--- config.mk ---
export PLATFORM = sky130hd
export DESIGN_NAME = grayscale_pipe
export DESIGN_NICKNAME = d
export VERILOG_FILES = /design/src/rtl/grayscale_pipe.sv
export SDC_FILE = /design/constraint.sdc
export NUM_CORES = 1
export LEC_CHECK = 0
export ABC_CLOCK_PERIOD_IN_PS = 4600
export BUFFER_PORTS_ARGS = -buffer_cell sky130_fd_sc_hd__buf_2
export CAP_MARGIN = 30
export CORE_ASPECT_RATIO = 2
export CORE_MARGIN = 2
export CORE_UTILIZATION = 62
export CTS_BUF_LIST = sky130_fd_sc_hd__clkbuf_16
export DETAILED_ROUTE_END_ITERATION = 8
export PLACE_DENSITY_LB_ADDON = 0.05
export RECOVER_POWER = 50
export SKIP_LAST_GASP = 1
export SYNTH_ARGS = -nofsm -noshare
export SYNTH_HDL_FRONTEND = slang
export SYNTH_SLANG_ARGS = --single-unit
--- constraint.sdc ---
create_clock -name i_clk -period 4.6 [get_ports i_clk]
set_input_delay 1.15 -clock i_clk [delete_from_list [all_inputs] [get_ports i_clk]]
set_output_delay 1.15 -clock i_clk [all_outputs]
set_load 0.01 [all_outputs]
--- src/rtl/grayscale_pipe.sv ---
// Pipelined RGB-to-luma converter with frame tracking, per-frame output mode and sync-error flag.
// Three register stages: weighted products, rounded/saturated luma, output mux.
module grayscale_pipe #(
  parameter int unsigned COLOR_W = 10,
  parameter int unsigned WR      = 77,
  parameter int unsigned WG      = 150,
  parameter int unsigned WB      = 29,
  parameter int unsigned FRAC    = 8,
  parameter int unsigned FRAME_W = 640,
  parameter int unsigned FRAME_H = 480
) (
  input  logic               i_clk,
  input  logic               i_rst_n,
  input  logic               i_valid,
  input  logic               i_sof,
  input  logic [COLOR_W-1:0] i_red,
  input  logic [COLOR_W-1:0] i_green,
  input  logic [COLOR_W-1:0] i_blue,
  input  logic [1:0]         i_mode,
  input  logic [COLOR_W-1:0] i_threshold,
  input  logic               i_clr_err,
  output logic               o_valid,
  output logic [COLOR_W-1:0] o_red,
  output logic [COLOR_W-1:0] o_green,
  output logic [COLOR_W-1:0] o_blue,
  output logic [COLOR_W-1:0] o_gray,
  output logic               o_sof,
  output logic               o_eof,
  output logic               o_frame_done,
  output logic               o_sync_err
);

  localparam int unsigned PW = COLOR_W + FRAC;
  localparam int unsigned SW = COLOR_W + FRAC + 2;
  localparam int unsigned XW = (FRAME_W > 1) ? $clog2(FRAME_W) : 1;
  localparam int unsigned YW = (FRAME_H > 1) ? $clog2(FRAME_H) : 1;
  localparam logic [COLOR_W-1:0] CMAX = '1;
  localparam logic [SW-1:0]      RND  = SW'(1) << (FRAC - 1);

  typedef enum logic {S_IDLE, S_FRAME} state_e;

  state_e state_q, state_d;
  logic [XW-1:0] x_q, x_d, pos_x;
  logic [YW-1:0] y_q, y_d, pos_y;
  logic [1:0] mode_q, mode_d;
  logic [COLOR_W-1:0] thr_q, thr_d;
  logic err_q, err_d;
  logic accept, last_x, beat_eof;

  logic s1_valid_q, s1_valid_d, s1_sof_q, s1_sof_d, s1_eof_q, s1_eof_d;
  logic [XW-1:0] s1_x_q, s1_x_d;
  logic [1:0] s1_mode_q, s1_mode_d;
  logic [COLOR_W-1:0] s1_thr_q, s1_thr_d, s1_r_q, s1_r_d, s1_g_q, s1_g_d, s1_b_q, s1_b_d;
  logic [PW-1:0] s1_pr_q, s1_pr_d, s1_pg_q, s1_pg_d, s1_pb_q, s1_pb_d;

  logic s2_valid_q, s2_valid_d, s2_sof_q, s2_sof_d, s2_eof_q, s2_eof_d;
  logic [XW-1:0] s2_x_q, s2_x_d;
  logic [1:0] s2_mode_q, s2_mode_d;
  logic [COLOR_W-1:0] s2_thr_q, s2_thr_d, s2_r_q, s2_r_d, s2_g_q, s2_g_d, s2_b_q, s2_b_d;
  logic [COLOR_W-1:0] s2_luma_q, s2_luma_d;
  logic [SW-1:0] sum, shifted;

  logic out_valid_q, out_valid_d, out_sof_q, out_sof_d, out_eof_q, out_eof_d, done_q, done_d;
  logic [COLOR_W-1:0] out_r_q, out_r_d, out_g_q, out_g_d, out_b_q, out_b_d, out_gray_q, out_gray_d;
  logic [COLOR_W-1:0] bw;

  // Frame tracking: a sof beat always restarts at (0,0); counters hold the next expected position.
  always_comb begin
    state_d  = state_q;
    x_d      = x_q;
    y_d      = y_q;
    mode_d   = mode_q;
    thr_d    = thr_q;
    err_d    = err_q & ~i_clr_err;
    accept   = 1'b0;
    pos_x    = i_sof ? '0 : x_q;
    pos_y    = i_sof ? '0 : y_q;
    last_x   = (pos_x == XW'(FRAME_W - 1));
    beat_eof = last_x && (pos_y == YW'(FRAME_H - 1));
    if (i_valid) begin
      if (i_sof) begin
        accept = 1'b1;
        mode_d = i_mode;
        thr_d  = i_threshold;
        if (state_q == S_FRAME) err_d = 1'b1;
      end else if (state_q == S_FRAME) begin
        accept = 1'b1;
      end else begin
        err_d = 1'b1;
      end
    end
    if (accept) begin
      state_d = S_FRAME;
      x_d     = pos_x + XW'(1);
      y_d     = pos_y;
      if (beat_eof) begin
        state_d = S_IDLE;
        x_d     = '0;
        y_d     = '0;
      end else if (last_x) begin
        x_d = '0;
        y_d = pos_y + YW'(1);
      end
    end
  end

  // Datapath; data fields hold through bubbles, mode/threshold travel with each pixel.
  always_comb begin
    s1_valid_d = accept;
    s1_sof_d = s1_sof_q;   s1_eof_d = s1_eof_q;   s1_x_d = s1_x_q;
    s1_mode_d = s1_mode_q; s1_thr_d = s1_thr_q;
    s1_r_d = s1_r_q;       s1_g_d = s1_g_q;       s1_b_d = s1_b_q;
    s1_pr_d = s1_pr_q;     s1_pg_d = s1_pg_q;     s1_pb_d = s1_pb_q;
    if (accept) begin
      s1_sof_d  = i_sof;
      s1_eof_d  = beat_eof;
      s1_x_d    = pos_x;
      s1_mode_d = mode_d;
      s1_thr_d  = thr_d;
      s1_r_d    = i_red;
      s1_g_d    = i_green;
      s1_b_d    = i_blue;
      s1_pr_d   = PW'(i_red) * PW'(WR);
      s1_pg_d   = PW'(i_green) * PW'(WG);
      s1_pb_d   = PW'(i_blue) * PW'(WB);
    end

    sum     = SW'(s1_pr_q) + SW'(s1_pg_q) + SW'(s1_pb_q) + RND;
    shifted = sum >> FRAC;
    s2_valid_d = s1_valid_q;
    s2_sof_d = s2_sof_q;   s2_eof_d = s2_eof_q;   s2_x_d = s2_x_q;
    s2_mode_d = s2_mode_q; s2_thr_d = s2_thr_q;
    s2_r_d = s2_r_q;       s2_g_d = s2_g_q;       s2_b_d = s2_b_q;
    s2_luma_d = s2_luma_q;
    if (s1_valid_q) begin
      s2_sof_d  = s1_sof_q;
      s2_eof_d  = s1_eof_q;
      s2_x_d    = s1_x_q;
      s2_mode_d = s1_mode_q;
      s2_thr_d  = s1_thr_q;
      s2_r_d    = s1_r_q;
      s2_g_d    = s1_g_q;
      s2_b_d    = s1_b_q;
      s2_luma_d = (shifted > SW'(CMAX)) ? CMAX : COLOR_W'(shifted);
    end

    bw          = (s2_luma_q > s2_thr_q) ? CMAX : '0;
    out_valid_d = s2_valid_q;
    out_sof_d   = s2_valid_q & s2_sof_q;
    out_eof_d   = s2_valid_q & s2_eof_q;
    done_d      = out_valid_q & out_eof_q;
    out_r_d = out_r_q; out_g_d = out_g_q; out_b_d = out_b_q; out_gray_d = out_gray_q;
    if (s2_valid_q) begin
      out_gray_d = s2_luma_q;
      unique case (s2_mode_q)
        2'd0: begin out_r_d = s2_luma_q; out_g_d = s2_luma_q; out_b_d = s2_luma_q; end
        2'd1: begin out_r_d = bw;        out_g_d = bw;        out_b_d = bw;        end
        2'd2: begin out_r_d = s2_r_q;    out_g_d = s2_g_q;    out_b_d = s2_b_q;    end
        default: begin
          if (s2_x_q < XW'(FRAME_W / 2)) begin
            out_r_d = s2_luma_q; out_g_d = s2_luma_q; out_b_d = s2_luma_q;
          end else begin
            out_r_d = s2_r_q;    out_g_d = s2_g_q;    out_b_d = s2_b_q;
          end
        end
      endcase
    end
  end

  always_ff @(posedge i_clk or negedge i_rst_n) begin
    if (!i_rst_n) begin
      state_q <= S_IDLE; x_q <= '0; y_q <= '0; mode_q <= '0; thr_q <= '0; err_q <= 1'b0;
      s1_valid_q <= 1'b0; s1_sof_q <= 1'b0; s1_eof_q <= 1'b0; s1_x_q <= '0;
      s1_mode_q <= '0; s1_thr_q <= '0; s1_r_q <= '0; s1_g_q <= '0; s1_b_q <= '0;
      s1_pr_q <= '0; s1_pg_q <= '0; s1_pb_q <= '0;
      s2_valid_q <= 1'b0; s2_sof_q <= 1'b0; s2_eof_q <= 1'b0; s2_x_q <= '0;
      s2_mode_q <= '0; s2_thr_q <= '0; s2_r_q <= '0; s2_g_q <= '0; s2_b_q <= '0;
      s2_luma_q <= '0;
      out_valid_q <= 1'b0; out_sof_q <= 1'b0; out_eof_q <= 1'b0; done_q <= 1'b0;
      out_r_q <= '0; out_g_q <= '0; out_b_q <= '0; out_gray_q <= '0;
    end else begin
      state_q <= state_d; x_q <= x_d; y_q <= y_d; mode_q <= mode_d; thr_q <= thr_d; err_q <= err_d;
      s1_valid_q <= s1_valid_d; s1_sof_q <= s1_sof_d; s1_eof_q <= s1_eof_d; s1_x_q <= s1_x_d;
      s1_mode_q <= s1_mode_d; s1_thr_q <= s1_thr_d; s1_r_q <= s1_r_d; s1_g_q <= s1_g_d; s1_b_q <= s1_b_d;
      s1_pr_q <= s1_pr_d; s1_pg_q <= s1_pg_d; s1_pb_q <= s1_pb_d;
      s2_valid_q <= s2_valid_d; s2_sof_q <= s2_sof_d; s2_eof_q <= s2_eof_d; s2_x_q <= s2_x_d;
      s2_mode_q <= s2_mode_d; s2_thr_q <= s2_thr_d; s2_r_q <= s2_r_d; s2_g_q <= s2_g_d; s2_b_q <= s2_b_d;
      s2_luma_q <= s2_luma_d;
      out_valid_q <= out_valid_d; out_sof_q <= out_sof_d; out_eof_q <= out_eof_d; done_q <= done_d;
      out_r_q <= out_r_d; out_g_q <= out_g_d; out_b_q <= out_b_d; out_gray_q <= out_gray_d;
    end
  end

  assign o_valid      = out_valid_q;
  assign o_red        = out_r_q;
  assign o_green      = out_g_q;
  assign o_blue       = out_b_q;
  assign o_gray       = out_gray_q;
  assign o_sof        = out_sof_q;
  assign o_eof        = out_eof_q;
  assign o_frame_done = done_q;
  assign o_sync_err   = err_q;

endmodule

**Yosys cells after proc, flatten, opt, wreduce, memory -nomap -nowiden**

Index checks and enable logic that the tools add are counted.

- Register bits: 246
- Input bits: 47
- Output and inout port bits: 45
- Word-level logic and storage cells: 84

- Add/sub/neg operators: 5
- Multiply operators: 3
- $lt $le $gt $ge: 3
- Equal/unequal tests: 4
- Multiplexer cells: 26
- Bitwise logic cells: 5
- Reductions and logical operators: 2

Operator list:

| operator | count |
|---|---|
| 10-bit two-way mux | 10 |
| 10-bit case mux with 3 select lines | 3 |
| 10-bit by 7-bit multiplier with 17-bit output, second input constant | 2 |
| 9-bit two-way mux | 3 |
| 19-bit by 15-bit adder with 20-bit output | 1 |
| 20-bit by 8-bit adder with 20-bit output, second input constant | 1 |
| 17-bit by 18-bit adder with 19-bit output | 1 |
| 10-bit by 5-bit multiplier with 15-bit output, second input constant | 1 |
| 12-bit by 10-bit > comparator with 1-bit output, second input constant | 1 |
| 10-bit by 1-bit adder with 10-bit output, second input constant | 1 |
| 10-bit == test, second input constant | 1 |
| 10-bit > comparator | 1 |
| 10-bit by 9-bit less-than comparator with 1-bit output, second input constant | 1 |
| 9-bit by 1-bit adder with 9-bit output, second input constant | 1 |
| 9-bit == test, second input constant | 1 |
| 1-bit two-way mux | 8 |
| 1-bit AND | 4 |
| 2-bit two-way mux | 2 |
| 2-bit by 1-bit == test with 1-bit output, second input constant | 1 |
| 2-bit == test, second input constant | 1 |
| 2-bit zero test | 1 |
| 1-bit logical AND | 1 |
| 1-bit inverter | 1 |

**Longest topological paths before layout**

- Depth after elaboration: 5
- Gate-level depth with buffers: 14
- Mapped depth without buffers: 14

**Worst setup path after synthesis**

OpenSTA, ideal clock, no wires.

- Kind: input to register
- Start: in i_green[5]
- End: reg s1_pg_q[17]
- Library setup time: 0.129 ns
- Arrival time: 4.294 ns
- Required time: 4.471 ns
- Path slack: 0.177 ns
- Stages on the path: 12
- Path buffers: 0
- Cell sequence: ha_1 ha_1 fa_1 inv_1 fa_1 inv_1 ha_1 a21o_1 a31o_2 a211o_1 and3_1 o41a_1

- Cells in the longest elaborated chain, start to end: 1

Ends and longest elaborated chain:

| item | RTL line | source |
|---|---|---|
| start: declaration | 17 | `input logic [COLOR_W-1:0] i_green,` |
| 10-bit by 7-bit multiplier with 17-bit output | 124 | `s1_pg_d = PW'(i_green) * PW'(WG);` |
| end signal: assignment | 185 | `s1_pr_q <= s1_pr_d; s1_pg_q <= s1_pg_d; s1_pb_q <= s1_pb_d;` |
| end: declaration | 54 | `logic [PW-1:0] s1_pr_q, s1_pr_d, s1_pg_q, s1_pg_d, s1_pb_q, s1_pb_d;` |

No other way between the ends.
A chain may end at the register's enable or synchronous reset.

**Final worst setup path**

Ends and elaborated chain as after synthesis.

==> metrics.txt <==
status complete, but fails checks; violations in the final reports max-capacitance violations, max-slew violations; Post-Syn Area per Cell 10.0 sq um; sequential cell area about 0.0057 sq mm; Psw 3.58 mW; count of state elements after synthesis 229; unrepaired setup endpoints after global routing false; H-Tree Depth 1; clk_lat worst skew 510 ps; terminus of the critical flop-to-flop path s2_luma_q[1]; nature of the critical path startpoint input port; number of flip-flops in the largest register 16; reg-to-reg slack, setup 920 ps; clock transition at the register clock pins on the worst setup and hold paths after CTS approximately 60 ps; Tmin final between 4000 and 5000 ps; top fanout value on the critical path 3; highest layer used for signal routing met4; total DRC errors in the routed layout 0; largest net degree at the start of global routing between 100 and 150; Pre-antenna DRT Iters 5; share of the yosys chip area belonging to registers 0.404; fraction of layout cells with a size suffix above 1 0.148; library cell occupying the most area in the post-synthesis netlist sky130_fd_sc_hd__dfrtp_1; net count reported at finish ~1,800; WHS Path Cells 2; leakage dissipation 8.09 nW; Root Buffer Master sky130_fd_sc_hd__clkbuf_16; most area-consuming cells after synthesis sky130_fd_sc_hd__dfrtp_1, sky130_fd_sc_hd__ha_1, sky130_fd_sc_hd__fa_1, sky130_fd_sc_hd__inv_1, sky130_fd_sc_hd__nand2_1; Hold Path Origin s1_x_q[8]; placeable core region ~0.023 sq mm; number of enable-type register cells in the synthesized netlist 0; Combinational Power Share 0.483; transition time of the tightest slew-check pin about 2600 ps; Detail Route met3 WL 746 microns; die outline width 111 microns; port bufs between 90 and 100; HPWL reported at the end of detailed placement 22.9 mm; R2R cell count 12; number of diodes 0; Setup CP Type in -> reg; global placer's final weighted congestion approximately 0.86; leftover overflow at the end of global routing 0; number of global-route vias before repair 10,400; Ports just over 90; share of total power consumed by net switching 0.390; area taken by multi-input logic gates 0.00748 sq mm; share of synthesized registers carrying an async set or reset 1.00; most frequent cells after synthesis sky130_fd_sc_hd__dfrtp_1, sky130_fd_sc_hd__inv_1, sky130_fd_sc_hd__nand2_1; max frequency between 200 and 250 MHz; detailed-route vias per instance between 5 and 6; aggregate routed wire length just under 30 mm; gate count after technology mapping roughly 1,400; maximum vdd ir drop between 0.4 and 0.5 mV; final hold violation count 0; Worst Hold Path EP s1_x_q[8]; pins over their slew limit 203; setup tns final 0 ps; share of power burned in registers 0.319; clock net sink count about 230; top_reg_cell synth sky130_fd_sc_hd__dfrtp_1; Pwr per Cell Area between 500 and 600 mW/mm^2; r2r startpoint s1_pr_q[9]; Max Cap Viol 3; Max clock buf depth 3; first-pass GRT wire length between 50 and 60 mm; Final setup violation count 0; initial antenna violation count 0; remaining max-slew budget at the tightest pin -0.705; setup repair bufs after CTS 0; Hold-fix buffers, CTS 0; Syn Nets roughly 1,700; setup skew after layout ~18 ps; number of routed nets with antenna violations 0; required time at the worst-slack endpoint between 4000 and 5000 ps; largest register by flop count s1_pg_q; TritonCTS clock tree done; total global routing track utilization 0.256; Detail Route met2 WL 16.1 mm; most instantiated library cell after synthesis sky130_fd_sc_hd__dfrtp_1; portion of synthesized cell area occupied by the leading cell type 0.404; CP Capture Type register; registers with the highest flip-flop counts s1_pg_q: 16 flops, s1_pr_q: 15 flops, s1_pb_q: 13 flops; Post-Route M1 WL 11.6 mm; critical path arrival 4470 ps; number of library cell types mapped by synthesis 68; classification of the worst-slack hold path reg -> reg; First DRT Iteration DRCs 401; number of buffers added by the clock tree synthesis step 21; num rows a little under 80; overall die height 218 microns; die area around 0.024 sq mm; vias after detailed routing 10,100; relative area change from synthesis to final layout 10.5%; power share of the clock group 0.198; crit share post-route 0.886; Resized cells post-CTS 0; number of warnings issued by yosys 0; total of fill cells in the finished design roughly 1,700; starting density of the core 0.630; Final Worst Setup Slack approximately 520 ps; cell area after technology mapping ~0.014 sq mm; wire length per cell 16.5 microns; pre-CTS WS -14.9 ps; internal power of the cells approximately 5.6 mW
==> area by class of cell <==
class	count	share of cell area
clock buffer	21	0.0335
clock inverter	17	0.0119
inverter	211	0.0505
multi-input combinational	928	0.477
sequential	229	0.365
tap	280	0.0223
timing repair buffer	112	0.0398
==> kinds of logic (layout without fill, tap and decap cells) <==
family | after synthesis | count (layout) | share of synthesized area
buffers and inverters | 263 | 361 | 0.0705
muxes | 70 | 70 | 0.0546
and+or+nand+nor | 336 | 336 | 0.109
adders and majority gates | 211 | 211 | 0.213
DFF | 229 | 229 | 0.404
xor gates and xnor gates | 37 | 37 | 0.0228
AOI/OAI and AO/OA | 274 | 274 | 0.126
==> per-layer routing <==
metal,track usage,vias up
met1,0.296,4858
met2,0.483,179
met4,0.109,0
li1,-,4943
met5,0,-
met3,0.0192,77
==> worst max path at each step <==
stage	startpoint	end	slack, ps	cells after the start
6_report	i_green[5]	s1_pg_q[17]	520	13
4_1_cts	i_red[4]	s1_pr_q[15]	530	14
3_3_place_gp	i_green[5]	s1_pg_q[17]	10	13
3_5_place_dp	i_green[5]	s1_pg_q[17]	-10	13
5_1_grt	i_red[4]	s1_pr_q[15]	240	14
2_1_floorplan	i_green[5]	s1_pg_q[17]	180	12
==> through the flow <==
step	hold slack (ps)	std cells	util	total power, mW	instance area, sq um
floorplan	352	1420	-	6.15	14200
global placement	447	1759	0.665	7.24	15000
detailed placement	459	1760	0.666	7.40	15000
CTS	473	1798	0.698	9.26	15700
global route	497	1798	0.696	9.96	15700
finish	467	1798	0.696	9.18	15700
==> power groups by stage <==
stage                     Sequential, mW  Clock (mW)  Combinational, mW
final                               2.92        1.82               4.44
after global routing                2.98        1.93               5.04
after CTS                           2.93        1.85               4.48
after detailed placement            2.96           0               4.43
after global placement              2.96           0               4.28
after floorplan                     2.89           0               3.26
==> critical path: stages <==
cell	delay (ps)
sky130_fd_sc_hd__buf_2	110
sky130_fd_sc_hd__ha_1	290
sky130_fd_sc_hd__ha_1	300
sky130_fd_sc_hd__fa_1	530
sky130_fd_sc_hd__inv_1	50
sky130_fd_sc_hd__fa_1	490
sky130_fd_sc_hd__inv_1	40
sky130_fd_sc_hd__ha_1	300
sky130_fd_sc_hd__a21o_1	160
sky130_fd_sc_hd__a31o_2	230
sky130_fd_sc_hd__a211o_1	310
sky130_fd_sc_hd__and3_1	200
sky130_fd_sc_hd__o41a_1	300
==> cell usage in the layout, fill, tap and decap left out, types with 23 or more instances in the layout <==
cell / n
sky130_fd_sc_hd__inv_1: 212
sky130_fd_sc_hd__buf_2: 89
sky130_fd_sc_hd__nand2_1: 209
sky130_fd_sc_hd__ha_1: 159
sky130_fd_sc_hd__nor2_1: 26
sky130_fd_sc_hd__a21oi_1: 34
sky130_fd_sc_hd__fa_1: 52
sky130_fd_sc_hd__mux2_2: 60
sky130_fd_sc_hd__o21ai_0: 121
sky130_fd_sc_hd__o221ai_1: 23
sky130_fd_sc_hd__dfrtp_1: 229
Note: power is estimated with default switching activity, not from simulation.
